[config.mk]
export PLATFORM = sky130hd
export DESIGN_NAME = alu_cmd_sequencer
export DESIGN_NICKNAME = d
export VERILOG_FILES = /design/src/rtl/alu_cmd_sequencer.sv
export SDC_FILE = /design/constraint.sdc
export NUM_CORES = 1
export LEC_CHECK = 0
export CAP_MARGIN = 20
export CORE_ASPECT_RATIO = 0.6
export CORE_MARGIN = 2
export CORE_UTILIZATION = 50
export CTS_BUF_LIST = sky130_fd_sc_hd__clkbuf_4
export DETAILED_ROUTE_END_ITERATION = 6
export GPL_TIMING_DRIVEN = 0
export HOLD_SLACK_MARGIN = 0.05
export PLACE_DENSITY = 0.73
export SLEW_MARGIN = 20
export SYNTH_ARGS = -nofsm -noshare
export SYNTH_HDL_FRONTEND = slang
export SYNTH_SLANG_ARGS = --single-unit
[constraint.sdc]
create_clock -name clk -period 2.8 [get_ports clk]
set_input_delay 0.28 -clock clk [delete_from_list [all_inputs] [get_ports clk]]
set_output_delay 0.28 -clock clk [all_outputs]
set_load 0.03 [all_outputs]
[src/rtl/alu_cmd_sequencer.sv]
`default_nettype none
`timescale 1ns/1ps
// =============================================================================
// alu_cmd_sequencer : FIFO-fed command initiator for a combinational ALU
// Revision 1.0
// =============================================================================
module alu_cmd_sequencer #(
   parameter int WIDTH  = 4,
   parameter int DEPTH  = 4,
   parameter int SETTLE = 1,
   parameter int TAGW   = 3
) (
   input  logic                     clk,
   input  logic                     rst_n,
   input  logic                     cmd_valid,
   output logic                     cmd_ready,
   input  logic [WIDTH-1:0]         cmd_in1,
   input  logic [WIDTH-1:0]         cmd_in2,
   input  logic [1:0]               cmd_sel,
   output logic [WIDTH-1:0]         alu_in1,
   output logic [WIDTH-1:0]         alu_in2,
   output logic [1:0]               alu_sel,
   input  logic [WIDTH-1:0]         alu_out1,
   output logic                     rsp_valid,
   input  logic                     rsp_ready,
   output logic [WIDTH-1:0]         rsp_data,
   output logic [1:0]               rsp_sel,
   output logic [TAGW-1:0]          rsp_tag,
   output logic                     busy,
   output logic [$clog2(DEPTH):0]   fifo_count
);

   localparam int AW = $clog2(DEPTH);
   localparam int EW = 2*WIDTH + 2 + TAGW;
   localparam logic [AW:0] FULL_CNT   = (AW+1)'(DEPTH);
   localparam logic [3:0]  SETTLE_CNT = 4'(SETTLE);

   typedef enum logic [1:0] {
      ST_IDLE  = 2'd0,
      ST_DRIVE = 2'd1,
      ST_RESP  = 2'd2
   } state_t;

   state_t            state_q, state_d;
   logic [EW-1:0]     mem_q [DEPTH];
   logic [AW-1:0]     wr_ptr_q, wr_ptr_d;
   logic [AW-1:0]     rd_ptr_q, rd_ptr_d;
   logic [AW:0]       count_q, count_d;
   logic [TAGW-1:0]   tag_q, tag_d;
   logic [TAGW-1:0]   pend_tag_q, pend_tag_d;
   logic [3:0]        settle_q, settle_d;
   logic [WIDTH-1:0]  alu_in1_q, alu_in1_d;
   logic [WIDTH-1:0]  alu_in2_q, alu_in2_d;
   logic [1:0]        alu_sel_q, alu_sel_d;
   logic              rsp_valid_q, rsp_valid_d;
   logic [WIDTH-1:0]  rsp_data_q, rsp_data_d;
   logic [1:0]        rsp_sel_q, rsp_sel_d;
   logic [TAGW-1:0]   rsp_tag_q, rsp_tag_d;

   logic w_full, w_empty, w_push, w_pop;

   // A full FIFO refuses the push even when a pop frees a slot on the same edge.
   assign w_full  = (count_q == FULL_CNT);
   assign w_empty = (count_q == '0);
   assign w_push  = cmd_valid && !w_full;
   assign w_pop   = (state_q == ST_IDLE) && !w_empty;

   always_comb begin
      state_d     = state_q;
      wr_ptr_d    = wr_ptr_q;
      rd_ptr_d    = rd_ptr_q;
      count_d     = count_q;
      tag_d       = tag_q;
      pend_tag_d  = pend_tag_q;
      settle_d    = settle_q;
      alu_in1_d   = alu_in1_q;
      alu_in2_d   = alu_in2_q;
      alu_sel_d   = alu_sel_q;
      rsp_valid_d = rsp_valid_q;
      rsp_data_d  = rsp_data_q;
      rsp_sel_d   = rsp_sel_q;
      rsp_tag_d   = rsp_tag_q;

      if (w_push) begin
         wr_ptr_d = wr_ptr_q + 1'b1;
         tag_d    = tag_q + 1'b1;
      end
      if (w_pop) begin
         rd_ptr_d = rd_ptr_q + 1'b1;
      end
      case ({w_push, w_pop})
         2'b10:   count_d = count_q + 1'b1;
         2'b01:   count_d = count_q - 1'b1;
         default: count_d = count_q;
      endcase

      case (state_q)
         ST_IDLE: begin
            if (!w_empty) begin
               {alu_in1_d, alu_in2_d, alu_sel_d, pend_tag_d} = mem_q[rd_ptr_q];
               settle_d = SETTLE_CNT;
               state_d  = ST_DRIVE;
            end
         end
         ST_DRIVE: begin
            settle_d = settle_q - 4'd1;
            // Sample on the edge where the settle count reaches zero.
            if (settle_q == 4'd1) begin
               rsp_valid_d = 1'b1;
               rsp_data_d  = alu_out1;
               rsp_sel_d   = alu_sel_q;
               rsp_tag_d   = pend_tag_q;
               state_d     = ST_RESP;
            end
         end
         ST_RESP: begin
            if (rsp_ready) begin
               rsp_valid_d = 1'b0;
               state_d     = ST_IDLE;
            end
         end
         default: state_d = ST_IDLE;
      endcase
   end

   always_ff @(posedge clk or negedge rst_n) begin
      if (!rst_n) begin
         state_q     <= ST_IDLE;
         wr_ptr_q    <= '0;
         rd_ptr_q    <= '0;
         count_q     <= '0;
         tag_q       <= '0;
         pend_tag_q  <= '0;
         settle_q    <= '0;
         alu_in1_q   <= '0;
         alu_in2_q   <= '0;
         alu_sel_q   <= '0;
         rsp_valid_q <= 1'b0;
         rsp_data_q  <= '0;
         rsp_sel_q   <= '0;
         rsp_tag_q   <= '0;
      end else begin
         state_q     <= state_d;
         wr_ptr_q    <= wr_ptr_d;
         rd_ptr_q    <= rd_ptr_d;
         count_q     <= count_d;
         tag_q       <= tag_d;
         pend_tag_q  <= pend_tag_d;
         settle_q    <= settle_d;
         alu_in1_q   <= alu_in1_d;
         alu_in2_q   <= alu_in2_d;
         alu_sel_q   <= alu_sel_d;
         rsp_valid_q <= rsp_valid_d;
         rsp_data_q  <= rsp_data_d;
         rsp_sel_q   <= rsp_sel_d;
         rsp_tag_q   <= rsp_tag_d;
      end
   end

   always_ff @(posedge clk) begin
      if (w_push) begin
         mem_q[wr_ptr_q] <= {cmd_in1, cmd_in2, cmd_sel, tag_q};
      end
   end

   assign cmd_ready  = !w_full;
   assign alu_in1    = alu_in1_q;
   assign alu_in2    = alu_in2_q;
   assign alu_sel    = alu_sel_q;
   assign rsp_valid  = rsp_valid_q;
   assign rsp_data   = rsp_data_q;
   assign rsp_sel    = rsp_sel_q;
   assign rsp_tag    = rsp_tag_q;
   assign busy       = (state_q != ST_IDLE) || !w_empty;
   assign fifo_count = count_q;

endmodule
`default_nettype wire

# ---- Word-level counts from Yosys, hierarchy flattened
# Memories as Yosys holds them, arrays and structs flattened. A register that Yosys moved wholly into a read port is not among the register bits.
# Cells that the tools add are included.
dict set report word_totals {
  regBits 26
  mem_bits_rw 52
  input_bits 18
  mem_count 1
}
# memory depth width rd rd_clocked_by_memory_dff write_ports line_no
set mem_list {}
lappend mem_list {mem_q 4 13 1 1 1 45} ;# logic [EW-1:0] mem_q [DEPTH];
dict set report classes {
  add_sub_neg 6
  eq_ne 9
  muxes 12
  n_bitwise 1
  n_reduce_logical 17
}
# operator count
set op_table {}
lappend op_table {{$pmux 4 s2} 1}
lappend op_table {{$reduce_bool 2->1} 4}
lappend op_table {{$add 3x1->3 const B} 2}
lappend op_table {{$mux 2} 3}
lappend op_table {{$ne 2x2->1 const B} 3}
lappend op_table {{$pmux 2 s3} 1}
lappend op_table {{$pmux 3 s2} 1}
lappend op_table {{$reduce_and 2->1} 3}
lappend op_table {{$reduce_and 3->1} 2}
lappend op_table {{$add 2x1->2 const B} 2}
lappend op_table {{$eq 2x1->1 const B} 2}
lappend op_table {{$eq 2x2->1 const B} 2}
lappend op_table {{$eq 4x1->1 const B} 1}
lappend op_table {{$mux 1} 4}
lappend op_table {{$mux 4} 1}
lappend op_table {{$sub 4x1->4 const B} 1}
lappend op_table {{$eq 3x3->1 const B} 1}
lappend op_table {{$logic_not 1->1} 3}
lappend op_table {{$logic_not 3->1} 1}
lappend op_table {{$sub 3x1->3 const B} 1}
lappend op_table {{$logic_and 1x1->1} 2}
lappend op_table {{$logic_not 2->1} 1}
lappend op_table {{$pmux 1 s2} 1}
lappend op_table {{$logic_or 1x1->1} 1}
lappend op_table {{$not 1->1} 1}

# ---- Longest topological paths before layout
# Gate-level depths: netlist (run 1).
dict set report logic_depth {
  ltp_word 5
  ltp_mapped 9
}

# ---- Least setup slack after synthesis (run 1)
# No wires, ideal clock.
dict set report synth_path {
  path_type {register to register}
  startpoint {register count_q[0] (netlist: fifo_count[0])}
  endpoint {register count_q[2] (netlist: fifo_count[2])}
  setup_ns 0.137
  t_arrival_ns 2.177
  required_ns 2.663
  path_slack_ns 0.486
  path_stages_with_launch 10
  n_path_buf 1
  path_cell_list {dfrtp_1 > or3_4 > nand2_4 > inv_4 > buf_6 > ha_1 > fa_1 > xnor2_1 > nor2_1 > xor2_1}
}
dict set report synth_via {
  elab_chain_len 5
}
# element line_no
set synth_rtl {}
lappend synth_rtl {{from (decl)} 48} ;# logic [AW:0] count_q, count_d;
lappend synth_rtl {{from (signal assigned)} 146} ;# count_q <= count_d;
lappend synth_rtl {{$logic_not 3->1 (*)} 64} ;# assign w_empty = (count_q == '0);
lappend synth_rtl {{$logic_not 1->1 (*)} 66} ;# assign w_pop = (state_q == ST_IDLE) && !w_empty;
lappend synth_rtl {{$logic_and 1x1->1 (*)} 66}
lappend synth_rtl {{named net w_pop} 60} ;# logic w_full, w_empty, w_push, w_pop;
lappend synth_rtl {{$eq 2x1->1 / $eq 2x2->1 (equally long branches)} 91} ;# case ({w_push, w_pop})
lappend synth_rtl {{$pmux 3 s2 / $reduce_bool 2->1 (equally long branches)} -}
# The timed path passes the listed nets; every way through them passes the cells marked *.
# A chain may end at the register's enable or synchronous reset.

# ---- Worst setup path after layout (run 1)
# Same ends and word-level chain as after synthesis.

==> load_flow_metrics.sql, run 1 <==
INSERT INTO impl_metrics (metric_group, metric, value, unit) VALUES
('sta', 'post-route-worst-setup-slack', '0.458', 'ns'),
('sta', 'highest_achievable_clock_rate', '0.427', 'GHz'),
('placement', 'globalplace.congestion', '0.692', ''),
('synth', 'yosys-mux-area-fraction', '17.0', '%'),
('finish', 'layout-drive-gt1-share', '23.5', '%'),
('floorplanning', 'io_pins', '43', ''),
('clock_network', 'cts_resized', '0', ''),
('clock_network', 'htreeDepth', '3', ''),
('route', 'num_vias', '1762', ''),
('setup_path', 'critical_path_cell_count', '9', ''),
('sta', 'rsz0062_at_grt', 'no', ''),
('route', 'remaining_design_rule_violation_count', '0', ''),
('setup_path', 'crit_path_start', 'fifo_count[0]', ''),
('global_route', 'grt_start_max_net_pins', '28', ''),
('placement', 'post-place-ws', '0.476', 'ns'),
('clock_network', 'worst_setup_hold_path_clk_slew', '0.13', 'ns'),
('power_and_ir_drop', 'worst_ir_drop_vdd', '0.000525', 'V'),
('synth', 'yosysSeqAreaShare', '70.1', '%'),
('global_route', 'grt_antenna_before_repair', '0', ''),
('synth', 'synth_edf_count', '52', ''),
('synth', 'synth_simple_gate_area_share', '3.94', '%'),
('setup_path', 'timing_worst_setup_path_type', 'flop to flop', ''),
('sta', 'maxSlewHeadroom', '52.3', '%'),
('synth', 'synth.most_common_cell', 'sky130_fd_sc_hd__edfxtp_1', ''),
('synth', 'synth_top_cells_by_count', '52 x sky130_fd_sc_hd__edfxtp_1, 39 x sky130_fd_sc_hd__dfrtp_1, 13 x sky130_fd_sc_hd__mux4_2', ''),
('synth', 'yosysUniqueCellTypes', '33', ''),
('clock_network', 'root_buffer_cell', 'sky130_fd_sc_hd__clkbuf_4', ''),
('route', 'drt.antenna.violating_nets', '0', ''),
('synth', 'main_combinational_cell_family_by_area_after_synthesis', 'multiplexers', ''),
('setup_path', 'worst-endpoint-arrival', '2.66', 'ns'),
('floorplanning', 'core_region_area', '6850', 'µm²'),
('floorplanning', 'die_y', '69.9', 'µm'),
('setup_path', 'cp-end-kind', 'flop', ''),
('sta', 'maxSlewViolCount', '0', ''),
('outcome', 'status', 'completed', ''),
('setup_path', 'crit_path_top_delay_cell', 'sky130_fd_sc_hd__dfrtp_1', ''),
('setup_path', 'critical_path_peak_fanout', '10', ''),
('synth', 'synth_nets', '218', ''),
('route', 'vias_per_std_cell', '5.21', ''),
('setup_path', 'timing.rr.start', 'fifo_count[0]', ''),
('clock_network', 'clock_insertion_delay_worst_skew', '0.43', 'ns'),
('floorplanning', 'dieArea', '7960', 'µm²'),
('floorplanning', 'rows', '23', ''),
('clock_network', 'cts.sink_count', '91', ''),
('setup_path', 'timing.critical_path.from_type', 'flop', ''),
('run', 'cap_viol_max_count', '0', ''),
('synth', 'yosys.area_share.xor_xnor', '2.42', '%'),
('setup_path', 'reg2regPathDepth', '9', ''),
('sta', 'fin_setup_tns', '0', 'ns'),
('placement', 'number_of_buffer_cells_added_on_primary_ports', '42', ''),
('synth', 'async_flop_share', '42.9', '%'),
('synth', 'area_fraction_in_compound_gates_after_synthesis', '0.968', '%'),
('setup_path', 'r2r_setup_slack', '0.46', 'ns'),
('finish', 'area_growth_syn_to_layout', '18.3', '%'),
('clock_network', 'post-cts-setup-buffers', '0', ''),
('setup_path', 'rr_endpoint', 'fifo_count[2]', ''),
('sta', 'finalHoldViolCount', '0', ''),
('synth', 'ys.flop_type', 'sky130_fd_sc_hd__edfxtp_1', ''),
('synth', 'synthesis.instances', '191', ''),
('sta', 'setup_viol', '0', ''),
('finish', 'finish.net_count', '273', ''),
('setup_path', 'timing.critical_path.to', 'fifo_count[2]', ''),
('route', 'drtIter0Drc', '70', ''),
('route', 'drt-pass1-iter-count', '4', ''),
('setup_path', 'crit_chain', 'or3_4 -> nand2_4 -> inv_4 -> buf_6 -> ha_1 -> fa_1 -> xnor2_1 -> nor2_1 -> xor2_1', ''),
('setup_path', 'cp_slowest_stage_delay', '0.49', 'ns'),
('setup_path', 'crit_buf_inv', '2', ''),
('setup_path', 'path_delay_family', 'adder cells', ''),
('synth', 'netlist_area', '3620', 'µm²'),
('clock_network', 'holdBufCountCts', '1', ''),
('placement', 'dp.final_hpwl', '3900', 'µm');
==> report_power, final <==
| part | internal, mW | leakage, nW | switching [mW] |
|---|---|---|---|
| clock network | 0.184 | 0.0573 | 0.397 |
| logic | 1.12 | 0.635 | 1.09 |
| registers | 1.92 | 0.937 | 0.264 |
| total | 3.23 | 1.63 | 1.75 |
==> logic make-up after synthesis <==
group	after synthesis
simple gates	24
flops	91
xor+xnor	10
buf+inv	12
fa+ha+maj	9
mux	39
compound gates	6
==> metrics by stage <==
stage               instance area (µm²)  hold WS, ns  util (%)  power, mW  cells
floorplan                          3620      -0.0156         -       3.74    191
global placement                   4150        0.465      60.6       4.40    320
detailed placement                 4160        0.227      60.8       4.46    321
CTS                                4280        0.276      62.5       5.04    338
global route                       4280        0.286      62.5       5.29    338
finish                             4280        0.309      62.5       4.97    338
==> final cells by class <==
cell class                 count  area (µm²)
fill                         517        2570
sequential                    91        2540
multi-input combinational     88        1000
timing repair buffer          44         445
tap                           87         109
clock buffer                  10        75.1
buffer                         6        57.6
clock inverter                 6        32.5
inverter                       6        25.0
==> placed cells by master (no fill, tap or decap), drive strengths merged, types with 3 or more instances in the layout <==
master / instances
edfxtp: 52
clkdlybuf4s50: 41
dfrtp: 39
mux2: 25
mux4: 13
clkbuf: 10
ha: 8
buf: 8
xnor2: 7
inv: 6
nand2: 6
and3: 4
clkinv: 4
nor2: 3
xor2: 3
o21ai: 3
==> per-layer routing <==
layer,vias up,wire length (µm),global-route usage (%)
met3,7,308,5.82
met5,-,0,0
met4,0,61,5.69
li1,831,-,-
met2,42,2640,23.4
met1,882,2780,23.0
==> worst min-delay path by stage <==
stage / end / start / slack [ns] / depth (start not counted)
2_1_floorplan: alu_in1[0] / rst_n / -0.02 / 0
3_3_place_gp: pend_tag_q[2] / pend_tag_q[2] / 0.46 / 1
3_5_place_dp: tag_q[1] / rst_n / 0.23 / 1
4_1_cts: tag_q[1] / rst_n / 0.28 / 2
5_1_grt: tag_q[1] / rst_n / 0.29 / 2
6_report: tag_q[1] / rst_n / 0.31 / 2
==> sequential cells by signal, summed over array words and instances (netlist names) <==
name and flops:
rsp_tag 3, fifo_count 3, rsp_sel 2, wr_ptr_q 2
settle_q 4, alu_in2 4, alu_sel 2, tag_q 3
state_q 2, rsp_data 4, rd_ptr_q 2, pend_tag_q 3
alu_in1 4, rsp_valid 1, mem_q 52
Note: power is estimated with default switching activity, not from simulation.
==> run 2, diff against run 1 <==
- clock period: 2.8 -> 2.17 ns (I/O delays scaled with it)
==> run 2 against run 1 <==
Net effect:
- setup slack lost 0.41 ns
- combinational power grew 37%
- sequential power grew 28%
- largest cell class unchanged
- critical endpoint is now fifo_count[1]
- global-route usage grew 1.1 points
==> load_flow_metrics.sql, run 2 (same netlist as run 1, synthesis figures left out) <==
INSERT INTO impl_metrics (metric_group, metric, value, unit) VALUES
('floorplanning', 'floorplan.initialDensity', '52.8', '%'),
('global_route', 'first_global_vias', '1953', ''),
('global_route', 'grt_start_max_net_pins', '32', ''),
('finish', 'highest_count_cells_in_the_layout_ignoring_fill_and_taps', '52 x sky130_fd_sc_hd__edfxtp_1, 40 x sky130_fd_sc_hd__clkdlybuf4s50_1, 36 x sky130_fd_sc_hd__dfrtp_1', ''),
('clock_network', 'cts_buffer_depth', '2', ''),
('floorplanning', 'core_region_area', '6850', 'µm²'),
('power_and_ir_drop', 'combPwrFrac', '45.8', '%'),
('finish', 'layout-drive-gt1-share', '28.0', '%'),
('finish', 'area_growth_syn_to_layout', '20.6', '%'),
('sta', 'timing.final.crit_period', '2.12', 'ns'),
('global_route', 'grt_overflow_total', '0', ''),
('sta', 'fin_setup_tns', '0', 'ns'),
('power_and_ir_drop', 'netSwitchingPower', '2.30', 'mW'),
('setup_path', 'cp-end-kind', 'flop', ''),
('placement', 'post-place-ws', '-0.0707', 'ns'),
('setup_path', 'worst-endpoint-arrival', '2.45', 'ns'),
('placement', 'number_of_buffer_cells_added_on_primary_ports', '42', ''),
('clock_network', 'cts_made_buffers', '9', ''),
('route', 'drt.antenna.violating_nets', '0', ''),
('floorplanning', 'rows', '23', ''),
('sta', 'post-route-worst-setup-slack', '0.0479', 'ns'),
('floorplanning', 'io_pins', '43', ''),
('hold_path', 'min_path_type', 'primary input to async pin', ''),
('floorplanning', 'die_span_in_x', '114', 'µm'),
('run', 'cap_viol_max_count', '0', ''),
('global_route', 'wire_length_of_the_first_global_routing_pass', '10100', 'µm'),
('sta', 'finalHoldViolCount', '0', ''),
('sta', 'maxSlewHeadroom', '52.3', '%'),
('clock_network', 'tritoncts', 'yes', ''),
('sta', 'worst-slew-pin-transition', '0.716', 'ns'),
('route', 'remaining_design_rule_violation_count', '0', ''),
('power_and_ir_drop', 'seq_power_share', '42.6', '%'),
('route', 'vias_per_std_cell', '5.30', ''),
('sta', 'setup_viol', '0', ''),
('finish', 'finish.net_count', '279', ''),
('global_route', 'gr-usage-all-layers', '17.3', '%'),
('placement', 'globalplace.congestion', '0.746', ''),
('sta', 'final.period_utilization', '97.8', '%'),
('route', 'num_vias', '1824', ''),
('route', 'routed_wl', '6060', 'µm'),
('sta', 'maxSlewViolCount', '0', ''),
('route', 'routedWlPerCell', '17.6', 'µm'),
('finish', 'layout.cells.most_common', 'sky130_fd_sc_hd__edfxtp_1', ''),
('power_and_ir_drop', 'power.internal', '4.28', 'mW'),
('setup_path', 'timing_worst_setup_path_type', 'flop to flop', ''),
('power_and_ir_drop', 'cellLeakagePower', '1.67', 'nW'),
('finish', 'layout.filler_cells', '525', ''),
('power_and_ir_drop', 'switching_share', '35.0', '%'),
('floorplanning', 'dieArea', '7960', 'µm²'),
('floorplanning', 'die_y', '69.9', 'µm'),
('sta', 'finalClockSkew', '0.0138', 'ns'),
('route', 'drtIter0Drc', '79', ''),
('route', 'drt-pass1-iter-count', '4', ''),
('power_and_ir_drop', 'worst_ir_drop_vdd', '0.000979', 'V'),
('global_route', 'grt_antenna_before_repair', '0', ''),
('finish', 'max_ffs_per_register', '52', ''),
('clock_network', 'htreeDepth', '3', ''),
('setup_path', 'timing.critical_path.from_type', 'flop', ''),
('placement', 'dp.final_hpwl', '4000', 'µm'),
('finish', 'largest_register_by_flop_count', 'mem_q', ''),
('clock_network', 'clock_insertion_delay_worst_skew', '0.43', 'ns'),
('setup_path', 'critical_path_peak_fanout', '5', ''),
('power_and_ir_drop', 'clock_network_fraction_of_total_power', '11.6', '%'),
('finish', 'antenna_cells', '0', ''),
('clock_network', 'cts.sink_count', '91', ''),
('setup_path', 'critPathRequiredTime', '2.49', 'ns'),
('clock_network', 'worst_setup_hold_path_clk_slew', '0.13', 'ns'),
('clock_network', 'root_buffer_cell', 'sky130_fd_sc_hd__clkbuf_4', ''),
('power_and_ir_drop', 'power-per-cell-area', '1510', 'nW/µm²'),
('sta', 'highest_achievable_clock_rate', '0.471', 'GHz'),
('outcome', 'status', 'completed', '');
## run 2: power groups by stage
stage / combinational (mW) / clock [mW] / sequential, mW
2_1_floorplan: 1.65 / 0 / 3.22
3_3_place_gp: 2.87 / 0 / 2.85
3_5_place_dp: 2.94 / 0 / 2.88
4_1_cts: 3.02 / 0.790 / 2.82
5_1_grt: 3.29 / 0.857 / 2.89
6_report: 3.02 / 0.762 / 2.81
## run 2: routing by layer
| layer | wire length [µm] | track usage [%] | vias up |
|---|---|---|---|
| met5 | 0 | 0 | - |
| met4 | 83 | 5.69 | 0 |
| met3 | 309 | 6.42 | 8 |
| met2 | 2590 | 24.5 | 41 |
| met1 | 3080 | 25.0 | 929 |
| li1 | - | - | 846 |
## run 2: cell type report
type	instances	area, µm²	share of cell area, %
sequential	91	2540	58.2
multi-input combinational	88	1030	23.7
timing repair buffer	51	498	11.4
tap	87	109	2.49
clock buffer	11	82.6	1.89
buffer	5	52.6	1.20
inverter	6	27.5	0.631
clock inverter	5	21.3	0.487
## run 2: worst paths after layout
kind / startpoint / to / slack, ns / cells past startpoint
setup / recovery: fifo_count[1] / fifo_count[1] / 0.05 / 7
hold / removal: rst_n / alu_in2[1] / 0.18 / 2
setup reg to reg: fifo_count[1] / fifo_count[1] / 0.05 / 7
hold reg to reg: pend_tag_q[0] / pend_tag_q[0] / 0.51 / 1
max in group asynchronous: rst_n / fifo_count[0] / 1.52 / 3
min in group clk: rsp_ready / state_q[1] / 0.39 / 2
## run 2: worst max-delay path: stages, from the launching register on
cell,delay [ns]
sky130_fd_sc_hd__dfrtp_2,0.43
sky130_fd_sc_hd__buf_4,0.14
sky130_fd_sc_hd__or3b_4,0.38
sky130_fd_sc_hd__buf_6,0.14
sky130_fd_sc_hd__nand2_8,0.09
sky130_fd_sc_hd__ha_4,0.14
sky130_fd_sc_hd__fa_2,0.42
sky130_fd_sc_hd__mux2_2,0.27
## run 2: timing repair
item / 4_1_cts / 5_1_grt
endpoints found under the setup margin: 4 / 3
resized for setup: 3 / 6
hold buffers: 1 / 0
setup buffers: 3 / 4
pin swaps: 0 / 3
hold endpoints to repair: 39 / 0
## run 2: through the flow
stage               power (mW)  std cells  hold slack [ns]  cell area [µm²]  util, %
finish                    6.58        344            0.181             4370     63.7
global route              7.03        344            0.161             4370     63.7
CTS                       6.63        341            0.149             4330     63.2
detailed placement        5.81        321            0.106             4190     61.1
global placement          5.73        320            0.485             4170     60.9
floorplan                 4.87        191          -0.0786             3640        -
==> run 3, diff against run 2 <==
- HOLD_SLACK_MARGIN: 0.05 -> not set
==> results of run 3 <==
The final DEF is identical to that of run 2; final timing and power are the same.
